<file path="config.mk">
export PLATFORM = sky130hd
export DESIGN_NAME = tm1637_display_ctrl_flat
export DESIGN_NICKNAME = d
export VERILOG_FILES = /design/src/rtl/tm1637_display_ctrl_if.sv /design/src/rtl/tm1637_display_ctrl.sv /design/src/flat_wrapper.sv
export SDC_FILE = /design/constraint.sdc
export NUM_CORES = 1
export LEC_CHECK = 0
export CAP_MARGIN = 0
export CORE_MARGIN = 5
export CORE_UTILIZATION = 30
export DETAILED_ROUTE_END_ITERATION = 12
export SLEW_MARGIN = 30
export SYNTH_ARGS = -nofsm -noshare
export SYNTH_HDL_FRONTEND = slang
export SYNTH_SLANG_ARGS = --single-unit
export TNS_END_PERCENT = 50
</file>
<file path="constraint.sdc">
create_clock -name clk_i -period 3.2 [get_ports clk_i]
set_input_delay 0.8 -clock clk_i [delete_from_list [all_inputs] [get_ports clk_i]]
set_output_delay 0.8 -clock clk_i [all_outputs]
set_load 0.02 [all_outputs]
</file>
<file path="src/rtl/tm1637_display_ctrl_if.sv">
// Request/status and pad-side signals of the TM1637 display controller.
//   digits_i       segment bitmasks, byte k = tile k
//   brightness_i   PWM level 0..7
//   disp_on_i      display enable bit
//   disp_strobe_i  refresh request, taken only while idle
//   busy_o         refresh in progress
//   done_o         one-cycle pulse at the end of every refresh
//   ack_error_o    sticky: last refresh failed
//   sda_out        SDA level when driven
//   sda_in         SDA pad sample
//   sda_out_en     SDA drive enable (0 = released)
//   seg_scl_o      SCL
// slave is the controller side, master is the encoder/pad side.
interface tm1637_display_ctrl_if #(
  parameter int NUM_DIGITS = 4
);
  logic [8*NUM_DIGITS-1:0] digits_i;
  logic [2:0]              brightness_i;
  logic                    disp_on_i;
  logic                    disp_strobe_i;
  logic                    busy_o;
  logic                    done_o;
  logic                    ack_error_o;
  logic                    sda_out;
  logic                    sda_in;
  logic                    sda_out_en;
  logic                    seg_scl_o;

  modport slave (
    input  digits_i, brightness_i, disp_on_i, disp_strobe_i, sda_in,
    output busy_o, done_o, ack_error_o, sda_out, sda_out_en, seg_scl_o
  );

  modport master (
    output digits_i, brightness_i, disp_on_i, disp_strobe_i, sda_in,
    input  busy_o, done_o, ack_error_o, sda_out, sda_out_en, seg_scl_o
  );
endinterface

</file>
<file path="src/rtl/tm1637_display_ctrl.sv">
// TM1637-style 2-wire display controller with its own serial bit engine.
// Each refresh sends three frames: data command (0x40), start address 0xC0
// followed by NUM_DIGITS tile bytes, and the display-control byte carrying
// brightness and on/off. Inputs are snapshotted when a strobe is accepted.
// A NACKed frame is stopped and resent up to MAX_RETRIES extra times; when
// the retries run out the refresh ends with ack_error_o set.
// Ports:
//   clk_i          system clock
//   porb_i         asynchronous active-low reset
//   sync_reset_i   synchronous abort to idle (bus released, no stop)
//   bus            request/status and pad signals (slave modport)
module tm1637_display_ctrl #(
  parameter int CLK_DIV     = 1,
  parameter int NUM_DIGITS  = 4,
  parameter int MAX_RETRIES = 2
) (
  input  logic                  clk_i,
  input  logic                  porb_i,
  input  logic                  sync_reset_i,
  tm1637_display_ctrl_if.slave  bus
);

  localparam int               DIV_W       = (CLK_DIV > 1) ? $clog2(CLK_DIV) : 1;
  localparam logic [DIV_W-1:0] DIV_LAST    = DIV_W'(CLK_DIV - 1);
  localparam logic [DIV_W-1:0] DIV_ZERO    = {DIV_W{1'b0}};
  localparam logic [DIV_W-1:0] DIV_ONE     = DIV_W'(1);
  localparam logic [2:0]       RETRY_INIT  = 3'(MAX_RETRIES);
  localparam logic [2:0]       F1_LAST_IDX = 3'(NUM_DIGITS);

  typedef enum logic [3:0] {
    S_IDLE, S_START, S_BIT_LO, S_BIT_HI, S_ACK_LO, S_ACK_HI,
    S_STOP_A, S_STOP_B, S_STOP_C, S_GAP
  } state_t;

  state_t                  state_r;
  logic [DIV_W-1:0]        div_cnt_r;
  logic [8*NUM_DIGITS-1:0] digits_r;
  logic [2:0]              bright_r;
  logic                    on_r;
  logic [1:0]              frame_r;
  logic [2:0]              byte_idx_r;
  logic [2:0]              bit_idx_r;
  logic [7:0]              shift_r;
  logic [2:0]              retry_r;
  logic                    nack_r;
  logic                    busy_r;
  logic                    done_r;
  logic                    ack_err_r;
  logic                    sda_r;
  logic                    sda_en_r;
  logic                    scl_r;

  logic                    tick_s;
  logic                    last_byte_s;
  logic [7:0]              first_byte_s;
  logic [7:0]              next_byte_s;

  // Byte idx of frame `frame`; frame 1 byte 0 is the address, tiles follow.
  function automatic logic [7:0] byte_sel(input logic [1:0]              frame,
                                          input logic [2:0]              idx,
                                          input logic [8*NUM_DIGITS-1:0] dig,
                                          input logic                    on,
                                          input logic [2:0]              br);
    logic [7:0] b;
    b = 8'h40;
    case (frame)
      2'd0: b = 8'h40;
      2'd1: begin
        b = 8'hC0;
        for (int k = 0; k < NUM_DIGITS; k++) begin
          b = (idx == 3'(k + 1)) ? dig[8*k +: 8] : b;
        end
      end
      2'd2:    b = {4'h8, on, br};
      default: b = 8'h40;
    endcase
    return b;
  endfunction

  // Tick strobe and byte selection for the current frame position.
  always_comb begin
    tick_s       = (div_cnt_r == DIV_LAST);
    first_byte_s = byte_sel(frame_r, 3'd0, digits_r, on_r, bright_r);
    next_byte_s  = byte_sel(frame_r, byte_idx_r + 3'd1, digits_r, on_r, bright_r);
    if (frame_r == 2'd1) begin
      last_byte_s = (byte_idx_r == F1_LAST_IDX);
    end else begin
      last_byte_s = 1'b1;
    end
  end

  // Refresh sequencer: tick divider, frame/byte/bit stepping, retries, pins.
  always_ff @(posedge clk_i or negedge porb_i) begin
    if (!porb_i) begin
      state_r    <= S_IDLE;
      div_cnt_r  <= DIV_ZERO;
      digits_r   <= {(8*NUM_DIGITS){1'b0}};
      bright_r   <= 3'd0;
      on_r       <= 1'b0;
      frame_r    <= 2'd0;
      byte_idx_r <= 3'd0;
      bit_idx_r  <= 3'd0;
      shift_r    <= 8'h00;
      retry_r    <= 3'd0;
      nack_r     <= 1'b0;
      busy_r     <= 1'b0;
      done_r     <= 1'b0;
      ack_err_r  <= 1'b0;
      sda_r      <= 1'b1;
      sda_en_r   <= 1'b0;
      scl_r      <= 1'b1;
    end else if (sync_reset_i) begin
      // Abort: release the bus at once, no stop condition, no done pulse.
      state_r    <= S_IDLE;
      div_cnt_r  <= DIV_ZERO;
      nack_r     <= 1'b0;
      busy_r     <= 1'b0;
      done_r     <= 1'b0;
      ack_err_r  <= 1'b0;
      sda_r      <= 1'b1;
      sda_en_r   <= 1'b0;
      scl_r      <= 1'b1;
    end else begin
      done_r <= 1'b0;
      if (state_r == S_IDLE) begin
        div_cnt_r <= DIV_ZERO;
        if (bus.disp_strobe_i) begin
          digits_r   <= bus.digits_i;
          bright_r   <= bus.brightness_i;
          on_r       <= bus.disp_on_i;
          frame_r    <= 2'd0;
          byte_idx_r <= 3'd0;
          retry_r    <= RETRY_INIT;
          nack_r     <= 1'b0;
          busy_r     <= 1'b1;
          ack_err_r  <= 1'b0;
          state_r    <= S_START;
          scl_r      <= 1'b1;
          sda_r      <= 1'b0;
          sda_en_r   <= 1'b1;
        end
      end else begin
        div_cnt_r <= tick_s ? DIV_ZERO : div_cnt_r + DIV_ONE;
        if (tick_s) begin
          case (state_r)
            S_START: begin
              shift_r   <= first_byte_s;
              bit_idx_r <= 3'd0;
              state_r   <= S_BIT_LO;
              scl_r     <= 1'b0;
              sda_r     <= first_byte_s[0];
            end
            S_BIT_LO: begin
              state_r <= S_BIT_HI;
              scl_r   <= 1'b1;
            end
            S_BIT_HI: begin
              scl_r <= 1'b0;
              if (bit_idx_r == 3'd7) begin
                state_r  <= S_ACK_LO;
                sda_r    <= 1'b1;
                sda_en_r <= 1'b0;
              end else begin
                state_r   <= S_BIT_LO;
                bit_idx_r <= bit_idx_r + 3'd1;
                shift_r   <= {1'b0, shift_r[7:1]};
                sda_r     <= shift_r[1];
              end
            end
            S_ACK_LO: begin
              state_r <= S_ACK_HI;
              scl_r   <= 1'b1;
            end
            S_ACK_HI: begin
              scl_r <= 1'b0;
              // NACK abandons the rest of the frame and goes straight to stop.
              if (bus.sda_in || last_byte_s) begin
                nack_r   <= bus.sda_in;
                state_r  <= S_STOP_A;
                sda_r    <= 1'b0;
                sda_en_r <= 1'b1;
              end else begin
                byte_idx_r <= byte_idx_r + 3'd1;
                shift_r    <= next_byte_s;
                bit_idx_r  <= 3'd0;
                state_r    <= S_BIT_LO;
                sda_r      <= next_byte_s[0];
                sda_en_r   <= 1'b1;
              end
            end
            S_STOP_A: begin
              state_r <= S_STOP_B;
              scl_r   <= 1'b1;
            end
            S_STOP_B: begin
              state_r  <= S_STOP_C;
              sda_r    <= 1'b1;
              sda_en_r <= 1'b0;
            end
            S_STOP_C: begin
              state_r <= S_GAP;
            end
            S_GAP: begin
              byte_idx_r <= 3'd0;
              if (nack_r && (retry_r != 3'd0)) begin
                retry_r  <= retry_r - 3'd1;
                nack_r   <= 1'b0;
                state_r  <= S_START;
                sda_r    <= 1'b0;
                sda_en_r <= 1'b1;
              end else if (nack_r || (frame_r == 2'd2)) begin
                ack_err_r <= nack_r;
                nack_r    <= 1'b0;
                busy_r    <= 1'b0;
                done_r    <= 1'b1;
                state_r   <= S_IDLE;
              end else begin
                frame_r  <= frame_r + 2'd1;
                retry_r  <= RETRY_INIT;
                state_r  <= S_START;
                sda_r    <= 1'b0;
                sda_en_r <= 1'b1;
              end
            end
            default: begin
              state_r  <= S_IDLE;
              busy_r   <= 1'b0;
              scl_r    <= 1'b1;
              sda_r    <= 1'b1;
              sda_en_r <= 1'b0;
            end
          endcase
        end
      end
    end
  end

  assign bus.busy_o      = busy_r;
  assign bus.done_o      = done_r;
  assign bus.ack_error_o = ack_err_r;
  assign bus.sda_out     = sda_r;
  assign bus.sda_out_en  = sda_en_r;
  assign bus.seg_scl_o   = scl_r;

endmodule
</file>
<file path="src/flat_wrapper.sv">
// flat-port wrapper written by rule: the top's interface ports become plain ports
module tm1637_display_ctrl_flat 
#(
  parameter int CLK_DIV     = 1,
  parameter int NUM_DIGITS  = 4,
  parameter int MAX_RETRIES = 2
)
  (clk_i, porb_i, sync_reset_i, bus_digits_i, bus_brightness_i, bus_disp_on_i, bus_disp_strobe_i, bus_sda_in, bus_busy_o, bus_done_o, bus_ack_error_o, bus_sda_out, bus_sda_out_en, bus_seg_scl_o);
  tm1637_display_ctrl_if #(.NUM_DIGITS(NUM_DIGITS)) bus_i ();
  input  logic clk_i;
  input  logic porb_i;
  input  logic sync_reset_i;
  input wire logic [$bits(bus_i.digits_i)-1:0] bus_digits_i;
  input wire logic [$bits(bus_i.brightness_i)-1:0] bus_brightness_i;
  input wire logic [$bits(bus_i.disp_on_i)-1:0] bus_disp_on_i;
  input wire logic [$bits(bus_i.disp_strobe_i)-1:0] bus_disp_strobe_i;
  input wire logic [$bits(bus_i.sda_in)-1:0] bus_sda_in;
  output wire logic [$bits(bus_i.busy_o)-1:0] bus_busy_o;
  output wire logic [$bits(bus_i.done_o)-1:0] bus_done_o;
  output wire logic [$bits(bus_i.ack_error_o)-1:0] bus_ack_error_o;
  output wire logic [$bits(bus_i.sda_out)-1:0] bus_sda_out;
  output wire logic [$bits(bus_i.sda_out_en)-1:0] bus_sda_out_en;
  output wire logic [$bits(bus_i.seg_scl_o)-1:0] bus_seg_scl_o;
  assign bus_i.digits_i = bus_digits_i;
  assign bus_i.brightness_i = bus_brightness_i;
  assign bus_i.disp_on_i = bus_disp_on_i;
  assign bus_i.disp_strobe_i = bus_disp_strobe_i;
  assign bus_i.sda_in = bus_sda_in;
  assign bus_busy_o = bus_i.busy_o;
  assign bus_done_o = bus_i.done_o;
  assign bus_ack_error_o = bus_i.ack_error_o;
  assign bus_sda_out = bus_i.sda_out;
  assign bus_sda_out_en = bus_i.sda_out_en;
  assign bus_seg_scl_o = bus_i.seg_scl_o;
  tm1637_display_ctrl #(.CLK_DIV(CLK_DIV), .NUM_DIGITS(NUM_DIGITS), .MAX_RETRIES(MAX_RETRIES)) u_core (.clk_i(clk_i), .porb_i(porb_i), .sync_reset_i(sync_reset_i), .bus(bus_i));
endmodule
</file>
==> results_dict.tcl <==
set metrics [dict create \
    htree_levels 3 \
    nets 431 \
    area_delta_synth_final_pct 26.4 \
    crit_path_end_kind "flip-flop" \
    grt_max_degree 40 \
    first_pass_iters 4 \
    rsz0062_at_grt "no" \
    drc 0 \
    pin_count 47 \
    ant_nets 0 \
    status "finished, final reports clean" \
    p_per_area_nw_per_um2 592 \
    final_common_cell "dfrtp_1" \
    m1WireLength_um 3880 \
    dpl_worst_slack_ns 0.458 \
    wl_per_cell_um 15.7 \
    synth_edf_count 0 \
    drt_wl_total_um 8280 \
    num_antenna_cells 0 \
    antenna_found_initial 0 \
    grt_pass1_vias 2796 \
    synth-warning-count 0 \
    insertion_delay_ns 0.33 \
    start_util 0.308 \
    pwr-share-clk 0.411 \
    internal_power_uw 1960 \
    max_freq_ghz 0.415 \
    grt_overflow 0 \
    timing.final.crit_share 0.753 \
    finalCriticalPeriod_ns 2.41 \
    clk_pin_slew_ns 0.05 \
    vias 2656 \
    worstMarginPinSlew_ns 0.749 \
    synth.avg_cell_area_um2 10.6 \
    syn_inst 334 \
    cp-start-kind "primary input" \
    cp_max_fo 20 \
    met2_length_um 3930 \
    yosys.area.top_type "dfrtp_1" \
    finalSetupViolCount 0 \
    design.core.area_um2 11500 \
    ys.flop_type "dfrtp_1" \
    final-hold-violation-count 0 \
    io_buffers 46 \
    place.gp.congestion 0.828 \
    swShare 0.258 \
    numClockSinks 65 \
    wl_met3_um 351 \
    ys_seq_area_frac 0.461 \
    post_cts_buffers 0 \
    dp_hpwl_um 5990 \
    drive_above_1_share 0.185 \
    synth-seq-cells 65 \
    crit_type "primary input to flip-flop" \
    die_w_um 119 \
    netlist_area_um2 3540 \
    vias_per_cell 5.05 \
    maxSlewHeadroom 0.501 \
    die_area_um2 14100 \
    synth_nets 387 \
    leakagePower_uw 0.00184 \
    dieHeight_um 119 \
    cts_root_buf "clkbuf_16" \
    grtUsageTotal 0.121 \
    seqPwrFrac 0.412 \
    maxSlewViolCount 0 \
    fin_skew_ns 0.00774 \
    cts_resized 0 \
    hold_class "flip-flop to flip-flop" \
    tns_ns 0 \
    ir_drop_v 0.000408 \
    required_ns 3.41 \
    cts_tree "done" \
    synth_cell_types 60 \
    design_area_um2 4470 \
    setup_slack_ns 0.789 \
    cp.arrival_ns 2.62 \
    numCtsBuffers 9 \
    synth_area_leaders "dfrtp_1 (45%), mux2_2 (11%), ha_1 (4.2%)" \
    drv_cap 0 \
    drtIter0Drc 85 \
    clockBufferDepth 2 \
    fin_util 0.390 \
    top_layer "met4" \
    async_reset_ff_frac 1.00 \
    placed_area_um2 4140 \
    final_cell_mix "dfrtp_1 (63), clkdlybuf4s50_1 (45), mux2_2 (34)" \
    net-switching-power_uw 681 \
    pwr-share-comb 0.177 \
    rows 39 \
    holdBufCountCts 0 \
    grt_first_pass_wirelength_um 14000 \
    synth.top_cell.area_share 0.446 \
]
==> sequential cells by signal, summed over array words and instances (netlist names) <==
signal                  cells
u_core.bit_idx_r            3
u_core.bright_r             3
u_core.bus.ack_error_o      1
u_core.bus.busy_o           1
u_core.bus.done_o           1
u_core.bus.sda_out          1
u_core.bus.sda_out_en       1
u_core.bus.seg_scl_o        1
u_core.byte_idx_r           3
u_core.digits_r            32
u_core.frame_r              2
u_core.nack_r               1
u_core.on_r                 1
u_core.retry_r              3
u_core.shift_r              7
u_core.state_r              4
==> critical path: stages <==
cell and delay [ns]:
clkdlybuf4s50_1 0.43, a21oi_1 0.43, a21boi_4 0.13, a2111oi_4 0.33
buf_4 0.27, nand2_1 0.07, o22a_1 0.17
==> power groups by stage <==
stage	clock network (uW)	registers (uW)	logic (uW)
finish	1090	1090	469
global route	1140	1110	521
CTS	1110	1090	478
detailed placement	0	1110	475
global placement	0	1100	466
floorplan	0	1080	311
==> cell families (layout without fill, tap and decap cells) <==
logic type,after synthesis,in the layout,share of synthesized area
simple gates,97,97,0.149
compound gates,78,78,0.163
flops,65,65,0.461
buf+inv,40,89,0.0534
mux,38,38,0.121
fa+ha+maj,12,12,0.0425
xor+xnor,4,4,0.00991
==> synth_stat cells, types with 2 or more instances <==
| library cell | instances |
|---|---|
| a21o_1 | 2 |
| a21oi_1 | 8 |
| a221o_1 | 5 |
| a221oi_1 | 2 |
| a22oi_1 | 2 |
| a31oi_1 | 7 |
| a32o_1 | 2 |
| a32oi_1 | 5 |
| and2_1 | 3 |
| and3_1 | 2 |
| buf_2 | 10 |
| buf_6 | 3 |
| clkbuf_1 | 6 |
| dfrtp_1 | 63 |
| dfstp_2 | 2 |
| ha_1 | 12 |
| inv_1 | 20 |
| mux2_1 | 3 |
| mux2_2 | 34 |
| nand2_1 | 26 |
| nand2b_1 | 9 |
| nand3_1 | 10 |
| nor2_1 | 15 |
| nor2b_1 | 7 |
| nor3_1 | 5 |
| nor3b_1 | 2 |
| o211ai_1 | 3 |
| o21ai_0 | 18 |
| o21ai_1 | 2 |
| o221a_2 | 2 |
| o22a_1 | 3 |
| o22ai_1 | 5 |
| o311ai_0 | 3 |
| or3_1 | 4 |
| or4_1 | 2 |
| xnor2_1 | 3 |
==> through the flow <==
stage          hold WS, ns  power (uW)  std cells
2_1_floorplan        0.457        1390        334
3_3_place_gp         0.468        1570        510
3_5_place_dp         0.477        1580        510
4_1_cts              0.484        2680        526
5_1_grt              0.521        2770        526
6_report             0.485        2650        526
==> path summary, 6_finish.rpt <==
path	slack [ns]	end	cells past startpoint	start
max reg2reg	0.88	u_core.bus.sda_out$_DFFE_PN1P_	5	u_core.state_r[2]$_DFFE_PN0P_
min in group asynchronous	0.53	u_core.digits_r[22]$_DFFE_PN0P_	1	porb_i
max in group asynchronous	1.95	u_core.bus.sda_out$_DFFE_PN1P_	2	porb_i
max	0.79	u_core.shift_r[2]$_DFFE_PN0P_	7	bus_sda_in
min	0.48	u_core.bit_idx_r[0]$_DFFE_PN0P_	1	u_core.bit_idx_r[0]$_DFFE_PN0P_
min reg2reg	0.48	u_core.bit_idx_r[0]$_DFFE_PN0P_	1	u_core.bit_idx_r[0]$_DFFE_PN0P_
==> routing by layer <==
layer  GRT usage  up-vias
met3      0.0325        8
met1       0.161     1287
met4      0.0383        0
li1            -     1304
met5           0        -
met2       0.194       57
==> layout make-up <==
class / instances / area [um2]
clock buffer: 10 / 239
fill: 1133 / 7000
inverter: 20 / 75.1
timing repair buffer: 53 / 533
multi-input combinational: 229 / 1720
sequential: 65 / 1630
tap: 143 / 179
clock inverter: 6 / 90.1
No activity file was read; power rests on OpenSTA's default activity.
